File: src/rtl/alu_pkg.sv
// Shared constants and helpers for the ALU-lane stream demultiplexer.
package alu_pkg;

  // Number of output channels and the width of the select that addresses them
  localparam int NUM_CH = 4;
  localparam int SEL_W  = 2;

  // Width of each per-channel delivered-beat counter
  localparam int CNT_W  = 8;

  // Occupancy of a 2-entry channel buffer
  typedef enum logic [1:0] {
    OCC_EMPTY = 2'd0,
    OCC_ONE   = 2'd1,
    OCC_FULL  = 2'd2
  } occ_e;

  // Decode a channel select into a one-hot channel vector
  function automatic logic [NUM_CH-1:0] sel_to_onehot(input logic [SEL_W-1:0] sel);
    logic [NUM_CH-1:0] oh;
    case (sel)
      2'd0:    oh = 4'b0001;
      2'd1:    oh = 4'b0010;
      2'd2:    oh = 4'b0100;
      2'd3:    oh = 4'b1000;
      default: oh = 4'b0000;
    endcase
    return oh;
  endfunction

endpackage

File: src/rtl/chan_fifo2.sv
// One 2-entry channel buffer: head/tail registers, occupancy and a
// wrapping count of beats delivered to the consumer.
module chan_fifo2
  import alu_pkg::*;
#(
  parameter int WIDTH = 8
) (
  input  logic             clk,
  input  logic             rst_n,
  input  logic             i_push,
  input  logic             i_pop_ready,
  input  logic [WIDTH-1:0] i_data,
  output logic             o_valid,
  output logic [WIDTH-1:0] o_data,
  output logic [CNT_W-1:0] o_count,
  output occ_e             o_occ
);

  occ_e             r_occ;
  logic [WIDTH-1:0] r_head;
  logic [WIDTH-1:0] r_tail;
  logic [CNT_W-1:0] r_count;

  occ_e             w_occ_nxt;
  logic [WIDTH-1:0] w_head_nxt;
  logic [WIDTH-1:0] w_tail_nxt;
  logic [CNT_W-1:0] w_count_nxt;
  logic             w_pop;

  // A pop happens only when the head is valid and the consumer takes it
  always_comb begin
    w_pop = 1'b0;
    if (r_occ != OCC_EMPTY) begin
      w_pop = i_pop_ready;
    end else begin
      w_pop = 1'b0;
    end
  end

  // Next buffer contents and occupancy for every push/pop combination
  always_comb begin
    w_occ_nxt  = r_occ;
    w_head_nxt = r_head;
    w_tail_nxt = r_tail;
    case ({i_push, w_pop})
      2'b10: begin
        case (r_occ)
          OCC_EMPTY: begin
            w_head_nxt = i_data;
            w_occ_nxt  = OCC_ONE;
          end
          OCC_ONE: begin
            w_tail_nxt = i_data;
            w_occ_nxt  = OCC_FULL;
          end
          default: begin
            // Push into a full buffer is blocked upstream; hold state
            w_occ_nxt = r_occ;
          end
        endcase
      end
      2'b01: begin
        // Tail moves up to the head; clear the vacated slot
        w_head_nxt = r_tail;
        w_tail_nxt = {WIDTH{1'b0}};
        if (r_occ == OCC_FULL) begin
          w_occ_nxt = OCC_ONE;
        end else begin
          w_occ_nxt = OCC_EMPTY;
        end
      end
      2'b11: begin
        // Occupancy unchanged; new beat queues behind whatever remains
        if (r_occ == OCC_FULL) begin
          w_head_nxt = r_tail;
          w_tail_nxt = i_data;
        end else begin
          w_head_nxt = i_data;
        end
      end
      default: begin
        w_occ_nxt = r_occ;
      end
    endcase
  end

  // Delivered-beat counter advances once per output transfer, wrapping at 256
  always_comb begin
    w_count_nxt = r_count;
    if (w_pop) begin
      w_count_nxt = r_count + 8'd1;
    end else begin
      w_count_nxt = r_count;
    end
  end

  // Buffer state register; reset discards any buffered beats
  always_ff @(posedge clk or negedge rst_n) begin
    if (!rst_n) begin
      r_occ   <= OCC_EMPTY;
      r_head  <= {WIDTH{1'b0}};
      r_tail  <= {WIDTH{1'b0}};
      r_count <= {CNT_W{1'b0}};
    end else begin
      r_occ   <= w_occ_nxt;
      r_head  <= w_head_nxt;
      r_tail  <= w_tail_nxt;
      r_count <= w_count_nxt;
    end
  end

  assign o_valid = (r_occ != OCC_EMPTY);
  assign o_data  = r_head;
  assign o_count = r_count;
  assign o_occ   = r_occ;

endmodule

File: src/rtl/stream_demux_1to4.sv
// 1-to-4 stream demultiplexer: routes each input beat to the buffer of the
// channel named by in_sel; each channel drains on its own valid/ready pair.
module stream_demux_1to4
  import alu_pkg::*;
#(
  parameter int WIDTH = 8
) (
  input  logic                    clk,
  input  logic                    rst_n,
  input  logic                    in_valid,
  output logic                    in_ready,
  input  logic [WIDTH-1:0]        in_data,
  input  logic [SEL_W-1:0]        in_sel,
  output logic [NUM_CH-1:0]       out_valid,
  input  logic [NUM_CH-1:0]       out_ready,
  output logic [NUM_CH*WIDTH-1:0] out_data,
  output logic [NUM_CH*CNT_W-1:0] out_count
);

  occ_e              w_occ [NUM_CH];
  logic              w_in_ready;
  logic [NUM_CH-1:0] w_push_oh;

  // Accept unless the addressed channel is full; a pop in the same cycle
  // does not open space, so out_ready never reaches in_ready
  always_comb begin
    w_in_ready = 1'b0;
    if (w_occ[in_sel] != OCC_FULL) begin
      w_in_ready = 1'b1;
    end else begin
      w_in_ready = 1'b0;
    end
  end

  // One-hot push to the addressed channel on an input transfer
  always_comb begin
    w_push_oh = {NUM_CH{1'b0}};
    if (in_valid && w_in_ready) begin
      w_push_oh = sel_to_onehot(in_sel);
    end else begin
      w_push_oh = {NUM_CH{1'b0}};
    end
  end

  assign in_ready = w_in_ready;

  for (genvar k = 0; k < NUM_CH; k++) begin : g_ch
    chan_fifo2 #(
      .WIDTH(WIDTH)
    ) u_fifo (
      .clk        (clk),
      .rst_n      (rst_n),
      .i_push     (w_push_oh[k]),
      .i_pop_ready(out_ready[k]),
      .i_data     (in_data),
      .o_valid    (out_valid[k]),
      .o_data     (out_data[k*WIDTH +: WIDTH]),
      .o_count    (out_count[k*CNT_W +: CNT_W]),
      .o_occ      (w_occ[k])
    );
  end

endmodule

File: config.mk
export PLATFORM = sky130hd
export DESIGN_NAME = stream_demux_1to4
export DESIGN_NICKNAME = d
export VERILOG_FILES = /design/src/rtl/alu_pkg.sv /design/src/rtl/chan_fifo2.sv /design/src/rtl/stream_demux_1to4.sv
export SDC_FILE = /design/constraint.sdc
export NUM_CORES = 1
export LEC_CHECK = 0
export CAP_MARGIN = 20
export CORE_ASPECT_RATIO = 0.8
export CORE_MARGIN = 4
export CORE_UTILIZATION = 55
export DETAILED_ROUTE_END_ITERATION = 7
export PLACE_DENSITY = 0.82
export SKIP_CTS_REPAIR_TIMING = 1
export SYNTH_ARGS = -nofsm -noshare
export SYNTH_HDL_FRONTEND = slang
export SYNTH_SLANG_ARGS = --single-unit
File: constraint.sdc
create_clock -name clk -period 5.05 [get_ports clk]
set_input_delay 1.515 -clock clk [delete_from_list [all_inputs] [get_ports clk]]
set_output_delay 1.515 -clock clk [all_outputs]
set_load 0.05 [all_outputs]
* Word level (Yosys, flattened, before mapping)
Index checks and enable logic that the tools add are counted.
Storage, ports and cells: output and inout bits 69, bits of input ports 17, bits in registers 104, word-level logic and storage cells 138
Cells by class: add/sub/neg operators 4, mux-type cells 46, $lt $le $gt $ge 1, bitwise logic cells 1, reduce and logical (&&, ||, !) cells 30, equal/unequal tests 40
Operators with widths (count):
- case mux 8 bit (3 select lines) | 8
- two-way mux 8 bit | 16
- adder 8 x 1 -> 8 bit, second input constant | 4
- case mux 2 bit (2 select lines) | 8
- equality test 2 bit, second input constant | 14
- inequality test 2 x 1 -> 1 bit, second input constant | 12
- equality test 2 x 1 -> 1 bit, second input constant | 9
- case mux 4 bit (4 select lines) | 1
- AND reduction 2 bit | 8
- nonzero test 2 bit | 8
- inequality test 3 x 1 -> 1 bit, second input constant | 4
- AND reduction 3 bit | 4
- nonzero test 3 bit | 4
- logical NOT 2 bit | 5
- two-way mux 1 bit | 9
- binary-select mux 2 bit (select 2 bit) | 1
- two-way mux 2 bit | 2
- two-way mux 4 bit | 1
- greater-or-equal comparator 3 bit, second input constant | 1
- inverter 2 -> 3 bit | 1
- inequality test 2 bit, second input constant | 1
- logical AND 1 bit | 1

* Logic depth before layout (Yosys ltp)
Gate-level depths: netlist of the first run.
depth after elaboration 11, depth in mapped cells 9, depth with buffers taken out 9

* Cells and area by module
A second synthesis of the first run with hierarchy kept.
Unflattened totals: cells, all modules 489, area total of the unflattened synthesis 5501.5 um^2
By module, submodules not included:
- chan_fifo2 | instances 4, cells each 120, area an instance 1350.0 um^2
- stream_demux_1to4 | instances 1, cells each 9, area an instance 101.3 um^2

* Least setup slack after synthesis of the first run
No wires, ideal clock.
kind input-to-output, start point input port in_sel[0], end point output port in_ready, data required time 3.535 ns, stages on the path 1, path buffers 0, data arrival time 2.150 ns, path slack 1.385 ns, cells stage by stage mux4_2
Between the ends: cells in the longest elaborated chain, start to end 6
RTL lines:
- start, declared | RTL line stream_demux_1to4.sv:13 | input logic [SEL_W-1:0] in_sel,
- inverter 2 -> 3 bit (not written as such) | RTL line stream_demux_1to4.sv:28 | if (w_occ[in_sel] != OCC_FULL) begin
- binary-select mux 2 bit (select 2 bit) | RTL line stream_demux_1to4.sv:28
- two-way mux 2 bit (not written as such) (2 in a row) | RTL line stream_demux_1to4.sv:28
- inequality test 2 bit | RTL line stream_demux_1to4.sv:28
- two-way mux 1 bit | RTL line stream_demux_1to4.sv:28
- end, declared | RTL line stream_demux_1to4.sv:11 | output logic in_ready,
No other way between the ends. The select of a mux whose other input is x is not followed.

* Worst setup path in the final report of the first run
Same ends and word-level chain as after synthesis.

==> results, run 1 <==
- The portion of synthesized area spent on multiplexers is 8.36%.
- The effective utilization at floorplan is between 50% and 60%.
- Across the VDD grid, the largest voltage drop is between 0.0003 and 0.0004 V.
- The flow ran to the end, and the final reports show no timing, DRC or antenna violations.
- The xor-xnor portion of the synthesized cell area is under 10%.
- Counting every instance in the synthesized netlist gives a little under 500.
- In this run the mean area of a mapped cell was about 11 µm².
- Traced cell by cell, the critical path runs through clkdlybuf4s50_1 > mux4_2 > buf_4.
- In the synthesized netlist the dominant register cell turns out to be sky130_fd_sc_hd__dfrtp_1.
- The buffer depth of the longest clock path is 2.
- The number of placement rows is 31.
- The global-route wire length before repair is 18,500 µm.
- Headroom to the max-slew limit came out at a little over a third.
- The maximum fanout along the worst path is 5.
- The worst register-to-register path has a depth of 8.
- Sorting the synthesized cells by area gives the leading types as sky130_fd_sc_hd__dfrtp_1 49%, sky130_fd_sc_hd__ha_1 5.7%, sky130_fd_sc_hd__nand2_1 4.6%, sky130_fd_sc_hd__a22oi_1 4.5%, sky130_fd_sc_hd__mux2_4 4.5%.
- Power spread over the standard cell area amounts to roughly 700 nW/µm².
- The fraction of layout cells with a size suffix above 1 is 11.2%.
- For the worst setup path, the data required time is around 3.5 ns.
- The mean number of vias per cell is 5.53.
- The synthesized netlist devotes 5.67% of its cell area to adder and majority cells.
- The worst path uses between 80% and 90% of the clock period.
- By count the netlist is led by 104 x sky130_fd_sc_hd__dfrtp_1, 65 x sky130_fd_sc_hd__nand2_1, 35 x sky130_fd_sc_hd__nor2b_1, 32 x sky130_fd_sc_hd__a22oi_1, 24 x sky130_fd_sc_hd__ha_1.
- The combined area of all synthesized cells is between 5000 and 6000 µm².
- The count of non-filler cells in the finished layout is a little under 700.
- The clock tree synthesis step divided the H-tree into 3 levels.
- In this run the critical register-to-register path is launched from g_ch[2].u_fifo.o_occ[0].
- The critical path ends at in_ready.
- In this design, the stage delay of the slowest critical-path cell is between 0.5 and 0.6 ns.
- The area share of the largest cell type after synthesis is roughly half.
- Summed over all layers, the routed wires come to ~11,000 µm.
- The setup check on the worst reg-to-reg path leaves a slack of 2.62 ns.
- The cell with the biggest individual delay on the critical path is sky130_fd_sc_hd__clkdlybuf4s50_1.
- The post-route worst hold slack is 0.465 ns.
- Port buffering added 85 buffers.
- The worst setup skew after layout is roughly 0.006 ns.
- The clock latency of the later-clocked register in the worst-skew pair is ~0.34 ns.
- The transition time of the tightest slew-check pin is 0.964 ns.
- The detailed placement HPWL is 8060 µm.
- The number of antenna diodes is 0.
- The most repeated cell in the gate-level netlist after synthesis is sky130_fd_sc_hd__dfrtp_1.
- The number of pins exceeding their max-slew limit in the final report is 0.
- The area of the core is 9230 µm².
- Dividing the detail-routed wire length by the instance count gives between 15 and 20 µm.
- Setup violations remaining at the end of the flow were counted as 0.
- In this run the worst setup path begins at in_sel[0].
- The congestion estimate from routability-driven global placement came to about 0.83.
- The post-layout total power is 4570 µW.
- The total negative setup slack is 0 ns.
- The CTS root buffer is sky130_fd_sc_hd__clkbuf_16.
- The final critical-path required period is about 4.3 ns.
- The worst reg2reg path endpoint is g_ch[2].u_fifo.o_data[3].
- The synthesized design spends more area on one cell type than any other, namely sky130_fd_sc_hd__dfrtp_1.
- For the worst setup path, the data arrival time is ~2.8 ns.
- From bottom edge to top edge, the die measures roughly 96 µm.
- Once detail routing completed, the nets flagged for antenna violations numbered 0.
- The area growth from synthesis to layout is 23.2%.
- OpenSTA, run right after detailed placement, puts the worst setup slack at roughly 0.72 ns.
- The placed cell count is 670.
- The number of maximum-capacitance violations is 0.
- Counting instances, the worst hold path has a depth of 1.
- The total number of nets in the final design is a little over 600.
- Entering global routing, the biggest net connects between 70 and 80 pins.
- The critical hold path startpoint is g_ch[0].u_fifo.o_count[7].
- The kind of critical path is input pin to primary output.
- The initial antenna violation count was 0.
- TritonCTS created 9 clock buffers.
- 86 I/O pins were placed.
- The largest family of logic cells by synthesized area is simple AND/OR/NAND/NOR gates.
- The number of global-route vias before repair is around 3,800.
- The highest achievable clock rate is around 230 MHz.
- The share of synthesized area occupied by flip-flops and latches is between 40% and 50%.
- The overall fraction of global-route tracks in use is around 21%.
- The number of distinct library cell variants in the gate-level netlist after synthesis is 42.
- The overall die area is roughly 11,000 µm².
- The number of synthesized flops with an enable pin is 0.
- The synthesized netlist devotes between 10 and 15% of its cell area to compound gates.
- The number of warning messages in the yosys log is 0.
- STA classifies the critical path startpoint as an input pin.
- After clock tree synthesis, the clock-pin slew on the worst setup and hold paths is 0.07 ns.
- STA classifies the critical path endpoint as a primary output.
- For this block, the initial DRC count from the detailed router was between 150 and 200.
- The TritonCTS clock tree is built.
- The fraction of registers with async set/reset is 100%.
- Counting every net in the synthesized netlist gives about 520.
- The die extent in x is 118 µm.
- The reported leakage power is 0.00291 µW.
- The final hold violation count was 0.
- The class of the tightest hold or removal check is flop to flop.
- The number of fill cells in the layout is 701.
- After detailed routing, the number of remaining DRC violations is 0.
- The total congestion overflow after global routing is 0.
- Counting flops and latches in the post-synthesis netlist gives ~100.
- The final setup slack of the worst path is 0.727 ns.
- The routed layout has 3,795 vias.
- The number of iterations in the first detailed-routing pass is 4.
- Setup repair after global routing left no endpoint under its margin.
- The area fraction in and, or, nand and nor cells after synthesis is 15.2%.
- For this design, the sink count on the clock tree is between 100 and 150.
where the power goes:
part	internal [µW]	total (µW)	leakage [µW]	switching [µW]
Sequential	1190	1510	0.00130	315
Combinational	861	2300	0.00144	1440
Clock	441	763	0.000161	322
metrics by stage:
stage / util (%) / cell area (µm²)
floorplan: - / 5300
global placement: 67.1 / 6200
detailed placement: 67.1 / 6200
CTS: 70.7 / 6530
global route: 70.7 / 6530
finish: 70.7 / 6530
worst max-delay path, delay by kind of cell:
family   cells  cell delay (ns)
buf+inv      2             0.76
mux          1             0.53
registers in the layout (all words and copies together), names as in the netlist:
| name | cells |
|---|---|
| g_ch.u_fifo.r_tail | 32 |
| g_ch.u_fifo.o_data | 32 |
| g_ch.u_fifo.o_occ | 8 |
| g_ch.u_fifo.o_count | 32 |
layer usage:
metal / vias to the layer above / wire [µm] / GRT usage, %
li1: 1829 / - / -
met1: 1875 / 4920 / 26.8
met2: 76 / 5680 / 34.9
met3: 15 / 561 / 4.35
met4: 0 / 159 / 6.73
met5: - / 0 / 0
cell type report:
cell class                      count  area [µm²]  share of cell area, %
Sequential cell                   104        2600                   39.9
Clock buffer                        9         225                   3.45
Tap cell                          115         144                   2.20
Timing Repair Buffer               86         853                   13.1
Multi-Input combinational cell    350        2540                   38.9
Inverter                           15        58.8                  0.901
Clock inverter                      7         104                   1.59
placed cells by master (no fill, tap or decap), types with 9 or more instances in the layout:
cell	synthesis	layout
sky130_fd_sc_hd__nand2b_1	11	11
sky130_fd_sc_hd__clkdlybuf4s50_1	0	83
sky130_fd_sc_hd__nor2b_1	35	35
sky130_fd_sc_hd__xnor2_1	23	23
sky130_fd_sc_hd__a21oi_1	19	19
sky130_fd_sc_hd__nor2_1	19	19
sky130_fd_sc_hd__clkbuf_16	0	9
sky130_fd_sc_hd__inv_1	11	11
sky130_fd_sc_hd__dfrtp_1	104	104
sky130_fd_sc_hd__ha_1	24	24
sky130_fd_sc_hd__a22oi_1	32	32
sky130_fd_sc_hd__nand2_1	65	65
sky130_fd_sc_hd__mux2_4	16	16
sky130_fd_sc_hd__o21ai_1	12	12
sky130_fd_sc_hd__o21ai_0	16	16
how the worst min path moves through the flow:
stage	endpoint	slack (ns)
5_1_grt	g_ch[2].u_fifo.o_count[7]	0.48
4_1_cts	g_ch[1].u_fifo.o_count[7]	0.47
6_report	g_ch[0].u_fifo.o_count[7]	0.47
3_5_place_dp	g_ch[0].u_fifo.o_count[7]	0.46
2_1_floorplan	g_ch[3].u_fifo.r_tail[0]	0.46
3_3_place_gp	g_ch[0].u_fifo.o_count[7]	0.45
cells by family after synthesis:
logic type / Yosys count
and+or+nand+nor: 163
buffers and inverters: 27
muxes: 33
AOI/OAI and AO/OA: 102
DFF: 104
xor gates and xnor gates: 28
adders and majority gates: 24
(Power assumes the default switching activity.)
==> run 2, diff against run 1 <==
--- a/config.mk
+++ b/config.mk
@@ -12,6 +12,7 @@
 export DETAILED_ROUTE_END_ITERATION = 7
 export PLACE_DENSITY = 0.82
 export SKIP_CTS_REPAIR_TIMING = 1
+export SLEW_MARGIN = 40
 export SYNTH_ARGS = -nofsm -noshare
 export SYNTH_HDL_FRONTEND = slang
 export SYNTH_SLANG_ARGS = --single-unit
==> constraint.sdc (replaced) <==
create_clock -name clk -period 5.05 [get_ports clk]
set_input_delay 1.515 -clock clk [delete_from_list [all_inputs] [get_ports clk]]
set_output_delay 1.515 -clock clk [all_outputs]
set_load 0.1 [all_outputs]
==> run 2 against run 1 <==
  * Worst setup slack lost 0.020 ns
  * Critical path depth is the same
  * Critical path type unchanged
  * Die area is the same
  * Utilization shrank 3.8 points
  * Global-route usage up 0.086 points
  * Cell count unchanged
  * Fmax decreased by 0.47%
  * Register-to-register slack about the same
==> results, run 2 (same netlist as run 1, synthesis figures left out) <==
- The run finished with clean final reports.
- Using the TritonRoute via totals, the vias-per-cell ratio works out to between 5 and 6.
- Detailed placement ended at an HPWL of 8090 µm.
- Once placement completed, the tool counted placed cells totaling 670.
- Summed over all layers, the routed wires come to around 11,000 µm.
- The top-level port count is 86.
- The most critical setup path has its startpoint at in_sel[0].
- The number of remaining DRC errors is 0.
- The starting DRC count in detailed routing is around 200.
- The die extent in x is approximately 120 µm.
- From synthesis to final layout, the design area changed by 16.6%.
- The overall die area is 11,300 µm².
- The number of global-route vias before repair is about 3,800.
- The worst reg-to-reg path cell count is 8.
- The share of the cycle needed by the critical path after routing is between 80 and 90%.
- The number of fill cells in the layout is about 740.
- For this run the aggregate overflow at the end of global routing stands at 0.
- Dividing the detail-routed wire length by the instance count gives 16.6 µm.
- The CTS root buffer is sky130_fd_sc_hd__clkbuf_16.
- The floorplan has 31 rows.
- Across the run, the number of max-cap violations was 0.
- For this run, the slowest stage of the critical path takes 0.56 ns.
- Along the worst hold path, the cell count comes to 1.
- The highest achievable clock rate is around 230 MHz.
- Clock-pin slew was measured on the worst setup and hold paths at around 0.07 ns.
- The worst register-to-register path has a setup slack of 2.63 ns.
- In the layout the commonest cells are 104 x sky130_fd_sc_hd__dfrtp_1, 68 x sky130_fd_sc_hd__buf_2, 65 x sky130_fd_sc_hd__nand2_1, 35 x sky130_fd_sc_hd__nor2b_1, 32 x sky130_fd_sc_hd__a22oi_1.
- The cell area after placement is between 5000 and 6000 µm².
- The number of sinks handled by clock tree synthesis is 104.
- The transition time of the tightest slew-check pin is 0.729 ns.
- Across every metal layer, demand over resource in global routing totals 20.6%.
- Traced cell by cell, the critical path runs through clkdlybuf4s50_1 > mux4_2 > buf_12.
- Setup violations remaining at the end of the flow were counted as 0.
- The first detailed-routing pass took 4 iterations.
- The fraction of layout cells with a size suffix above 1 is ~23%.
- The initial antenna violation count was 0.
- The area of the core is between 9000 and 10,000 µm².
- Leaving out fill and tap cells, the most frequent cell in the layout is sky130_fd_sc_hd__dfrtp_1.
- At the end of routability-driven placement, the weighted congestion stood at around 0.83.
- Data on the critical path arrives at its endpoint at approximately 2.8 ns.
- The slowest stage of the critical path belongs to the cell sky130_fd_sc_hd__clkdlybuf4s50_1.
- Along the worst path, the maximum fanout reaches 5.
- The pin count of the biggest net entering global routing is a little under 80.
- The later pin in the worst-skew pair is clocked with a latency of about 0.35 ns.
- The longest clock path from root to sink contains 2 buffers.
- The kind of launch point of the worst setup path is an input pin.
- The kind of critical path is input pin to primary output.
- The launching point of the worst reg2reg path is g_ch[2].u_fifo.o_occ[0].
- Port buffering added 85 buffers.
- The number of pins exceeding their max-slew limit in the final report came to 0.
- Across all layers, the routed design uses 3,834 vias.
- The total negative setup slack is 0 ns.
- The TritonCTS clock tree is built.
- The worst setup path is captured at a primary output.
- Setup repair after global routing left no endpoint under its margin.
- The required arrival time at the worst endpoint is between 3 and 4 ns.
- The net count of the finished layout is around 610.
- The number of nets still failing antenna checks after routing is 0.
- The tightest slew margin relative to the limit is about half.
- The die is around 96 µm tall.
- The first global-routing pass estimated ~19,000 µm of wire.
- For this configuration, the core starts out at a cell density of between 50% and 60%.
- The post-route standard cell area excluding fillers is a little over 6000 µm².
- The count of non-filler cells in the finished layout is between 600 and 700.
- The final critical-path required period is approximately 4.3 ns.
- Counting the buffers created by CTS gives 9.
- The worst hold path begins at g_ch[0].u_fifo.o_count[7].
- On the final layout, the worst clock skew is 0.00493 ns.
- The H-tree generated during clock tree synthesis spans 3 levels.
- The number of antenna diodes is 0.
- The final hold violation count is 0.
- The path class of the tightest hold or removal check is flop to flop.
==> run 2: changes by cell type in the layout (fill, tap and decap cells not counted), moves of 2 or more <==
cell,previous run,this run
sky130_fd_sc_hd__buf_2,0,68
sky130_fd_sc_hd__buf_4,3,1
sky130_fd_sc_hd__clkdlybuf4s50_1,83,15
sky130_fd_sc_hd__clkinv_4,3,1
==> run 2: path summary, 6_finish.rpt <==
kind,end
worst max-delay path,in_ready
worst min-delay path,g_ch[0].u_fifo.o_count[7]
worst max register to register,g_ch[2].u_fifo.o_data[4]
worst min register to register,g_ch[0].u_fifo.o_count[7]
max in group asynchronous,g_ch[3].u_fifo.o_count[4]
min in group asynchronous,g_ch[2].u_fifo.o_count[5]
==> run 2: final cells by class <==
cell class	count	area (µm²)	area share [%]
Sequential cell	104	2600	42.1
Multi-Input combinational cell	350	2540	41.1
Timing Repair Buffer	86	529	8.57
Clock buffer	9	225	3.65
Tap cell	115	144	2.33
Clock inverter	7	77.6	1.26
Inverter	15	58.8	0.952
==> run 2: per-stage QoR <==
| step | setup slack, ns | util, % | hold WS (ns) |
|---|---|---|---|
| after CTS | 0.705 | 66.9 | 0.466 |
| final | 0.707 | 66.9 | 0.467 |
| after global placement | 0.730 | 67.3 | 0.455 |
| after global routing | 0.653 | 66.9 | 0.482 |
| after floorplan | 1.27 | - | 0.465 |
| after detailed placement | 0.711 | 63.6 | 0.452 |
==> run 2: critical path, delay by kind of cell <==
kind | cells | cell delay (ns)
mux | 1 | 0.56
buf+inv | 2 | 0.75
==> run 2: per-layer routing <==
layer  part of all wire (%)  track usage, %  vias up
met2                     50            35.3       70
met3                    3.8            4.05       11
met1                     45            27.3     1916
met4                    1.0            5.76        0
met5                      0               0        -
li1                       -               -     1837
Power of run 2 is left out: the tool's default activity adds up to more than one toggle a clock period on the data nets, which glitch-free logic cannot reach.
==> run 3, diff against run 2 <==
--- a/config.mk
+++ b/config.mk
@@ -5,12 +5,14 @@
 export SDC_FILE = /design/constraint.sdc
 export NUM_CORES = 1
 export LEC_CHECK = 0
+export ABC_AREA = 1
 export CAP_MARGIN = 20
 export CORE_ASPECT_RATIO = 0.8
 export CORE_MARGIN = 4
 export CORE_UTILIZATION = 55
 export DETAILED_ROUTE_END_ITERATION = 7
-export PLACE_DENSITY = 0.82
+export DONT_BUFFER_PORTS = 1
+export PLACE_DENSITY = 0.7
 export SKIP_CTS_REPAIR_TIMING = 1
 export SLEW_MARGIN = 40
 export SYNTH_ARGS = -nofsm -noshare
==> constraint.sdc (replaced) <==
create_clock -name clk -period 4.47 [get_ports clk]
set_input_delay 1.341 -clock clk [delete_from_list [all_inputs] [get_ports clk]]
set_output_delay 1.341 -clock clk [all_outputs]
set_load 0.1 [all_outputs]
==> run 3 against run 2 <==
  * Final area is 4.6% lower
  * Utilization is 5.9 points lower
  * Synthesized cell count is 29% higher
  * Global-route usage is 2.5 points higher
  * Largest cell class unchanged
==> results, run 3 <==
- The top-level port count is 86.
- The number of warning messages in the yosys log is 0.
- The most repeated cell in the gate-level netlist after synthesis is sky130_fd_sc_hd__nand2_1.
- The number of port buffers is 0.
- The fraction of layout cells with a size suffix above 1 is ~18%.
- The leading area contributor after synthesis is sky130_fd_sc_hd__dfrtp_1.
- No sink is reached through more buffers than the 2 on the longest clock path.
- Walking the worst path, the cells encountered are nor2_4 > nand2_1 > nand2_1 > nor2_2 > nand2_4.
- The clock edge transition at the registers on the reported setup and hold paths is about 0.07 ns.
- The worst hold path begins at g_ch[3].u_fifo.r_tail[0].
- The average footprint of a synthesized cell is between 8 and 9 µm².
- For this run, design rule violations remaining after detail routing come to 0.
- Entering global routing, the biggest net connects around 110 pins.
- For this run the aggregate overflow at the end of global routing stands at 0.
- Counting instances in the post-synthesis netlist gives the leading cell types as 125 x sky130_fd_sc_hd__nand2_1, 108 x sky130_fd_sc_hd__nand3_1, 104 x sky130_fd_sc_hd__dfrtp_1, 78 x sky130_fd_sc_hd__inv_1, 71 x sky130_fd_sc_hd__o21ai_0.
- The flip-flop and latch count after synthesis is 104.
- The timing startpoint of the critical path is in_sel[0].
- The kind of launch point of the worst setup path is an input pin.
- For this configuration, the core starts out at a cell density of 56.3%.
- Setup violations remaining at the end of the flow were counted as 0.
- By startpoint and endpoint, the worst setup path is classified as input pin to primary output.
- The library cell used most frequently in the layout, excluding fill and tap cells, is sky130_fd_sc_hd__nand2_1.
- Measured along the x axis, the die boundary spans roughly 120 µm.
- The count of mapped cells out of synthesis is ~620.
- The mapped netlist covers 5430 µm².
- The share of synthesized area occupied by flip-flops and latches is between 40% and 50%.
- From synthesis to final layout, the design area changed by 8.51%.
- The most common flop cell mapped by yosys is sky130_fd_sc_hd__dfrtp_1.
- In this run the clock root is driven by a sky130_fd_sc_hd__clkbuf_16.
- The critical path's most frequent cell is sky130_fd_sc_hd__nand2_1.
- The number of pins exceeding their max-slew limit in the final report is 0.
- The number of global-route vias before repair was about 4,000.
- The clock latency of the later-clocked register in the worst-skew pair is 0.35 ns.
- At the pin with the least slew margin, the transition time is 0.819 ns.
- The detailed router placed ~4,200 vias in this run.
- The fraction of registers with async set/reset is 100%.
- Dividing the detail-routed wire length by the instance count gives ~17 µm.
- The number of nets in the synthesized netlist is ~660.
- The cell with the biggest individual delay on the critical path is sky130_fd_sc_hd__nand2_4.
- After synthesis, the largest area contributor takes up a little under half of total cell area.
- The library cells used most frequently in the layout, excluding fill and tap cells, are 125 x sky130_fd_sc_hd__nand2_1, 108 x sky130_fd_sc_hd__nand3_1, 78 x sky130_fd_sc_hd__inv_1, 71 x sky130_fd_sc_hd__o21ai_0, 64 x sky130_fd_sc_hd__dfrtp_2.
- TritonCTS created 9 clock buffers.
- The initial antenna violation count is 0.
- The weighted congestion reported at the end of routability-driven placement is approximately 0.94.
- The category of the worst setup path capture point is a primary output.
- The total negative setup slack is 0 ns.
- Dividing the final minimum period by the clock period gives about three quarters.
- The TritonCTS clock tree is built.
- The tool flagged a number of max-cap violations equal to 0.
- The highest achievable clock rate is roughly 300 MHz.
- The launching point of the worst reg2reg path is g_ch[1].u_fifo.o_occ[0].
- The number of synthesized flops with an enable pin is 0.
- Measured against its own limit, the worst slew margin works out to a little under half.
- The wire length after detailed routing is 12,800 µm.
- After legalization and detailed placement, the total HPWL measured 8990 µm.
- The worst endpoint data arrival time is approximately 2.0 ns.
- In this run the standard cell core region covers about 9600 µm².
- The number of antenna diodes is 0.
- The starting DRC count in detailed routing is around 260.
- The worst setup skew after layout is 0.00671 ns.
- In this run the vertical extent of the chip is about 97 µm.
- The die covers about 12,000 µm².
- In this run, distinct cell masters in the synthesized netlist total 30.
- The final hold violation count came to 0.
- The number of sinks handled by clock tree synthesis is about 100.
- Along the worst path, the maximum fanout reaches 9.
- The H-tree was split into 3 levels.
- After floorplanning, the core was divided into 32 placement rows.
- The final critical-path required period is 3.38 ns.
- The largest single stage delay on the critical path is 0.35 ns.
- The number of iterations in the first detailed-routing pass is 5.
- The overall fraction of global-route tracks in use is between 20 and 25%.
- Data on the critical path is required at its endpoint by around 3.1 ns.
- The class of the tightest hold or removal check is flop to flop.
- The global-route wire length before repair is around 21,000 µm.
- Dividing the detail-routed via count by the number of cells gives between 5 and 6.
- In the final design database the tool counted between 600 and 700 nets.
- The run finished with clean final reports.
- The number of nets still failing antenna checks after routing is 0.
- In the post-synthesis netlist, the biggest area contributors are sky130_fd_sc_hd__dfrtp_1 48%, sky130_fd_sc_hd__nand3_1 10%, sky130_fd_sc_hd__nand2_1 8.6%, sky130_fd_sc_hd__o21ai_0 6.5%, sky130_fd_sc_hd__ha_1 5.5%.
- Setup repair after global routing left no endpoint under its margin.
## run 3: changes by cell type after synthesis, moves of 32 or more
cell	change
sky130_fd_sc_hd__nand2_1	+60
sky130_fd_sc_hd__nand3_1	+100
sky130_fd_sc_hd__inv_1	+67
sky130_fd_sc_hd__a22oi_1	-32
sky130_fd_sc_hd__o21ai_0	+55
sky130_fd_sc_hd__nor2b_1	-35
## run 3: routing by layer
metal  up-vias  GRT usage (%)  part of all wire (%)
li1       2005              -                     -
met1      2030           31.5                    43
met2       146           35.1                    47
met3        19           7.31                   8.6
met4         0           7.57                   1.5
met5         -              0                     0
## run 3: logic make-up after synthesis
kind of cell	after synthesis	synth area share, %
XOR/XNOR	28	4.52
AND/OR/NAND/NOR	273	24.4
buffers and inverters	102	7.95
AO/OA/AOI/OAI	90	9.66
flip-flops	104	47.9
adder cells (fa/ha/maj)	24	5.53
## run 3: worst max-delay path, delay by kind of cell
family | cells | cell delay, ns
simple gates | 5 | 0.68
## run 3: final cells by class
class | count | area (µm²)
flip-flops and latches | 104 | 2680
repair buffers | 2 | 15.0
multi-input cells | 415 | 2400
inverters | 84 | 315
clock inverters | 6 | 66.3
fillers | 815 | 3760
well taps | 136 | 170
clock buffers | 10 | 239
## run 3: per-stage QoR
step           util, %  instance area (µm²)  instances  hold slack [ns]  setup WS [ns]
3_5_place_dp      57.6                 5560        741            0.524          0.837
6_report          61.0                 5890        757            0.535           1.09
4_1_cts           60.8                 5870        757            0.535           1.09
3_3_place_gp      57.0                 5500        741            0.517           1.03
5_1_grt           61.0                 5890        757            0.539          0.990
2_1_floorplan        -                 5430        621            0.497           1.03
## run 3: final timing paths
kind	slack (ns)	depth (start not counted)	to
hold / removal	0.54	2	g_ch[3].u_fifo.r_tail[0]
setup / recovery	1.09	5	in_ready
setup reg to reg	1.77	9	g_ch[1].u_fifo.r_tail[5]
max in group asynchronous	3.66	0	g_ch[1].u_fifo.o_count[3]
min in group asynchronous	0.68	0	g_ch[2].u_fifo.o_data[5]
hold reg to reg	0.54	2	g_ch[3].u_fifo.r_tail[0]
Power of run 3 is left out for the same reason.
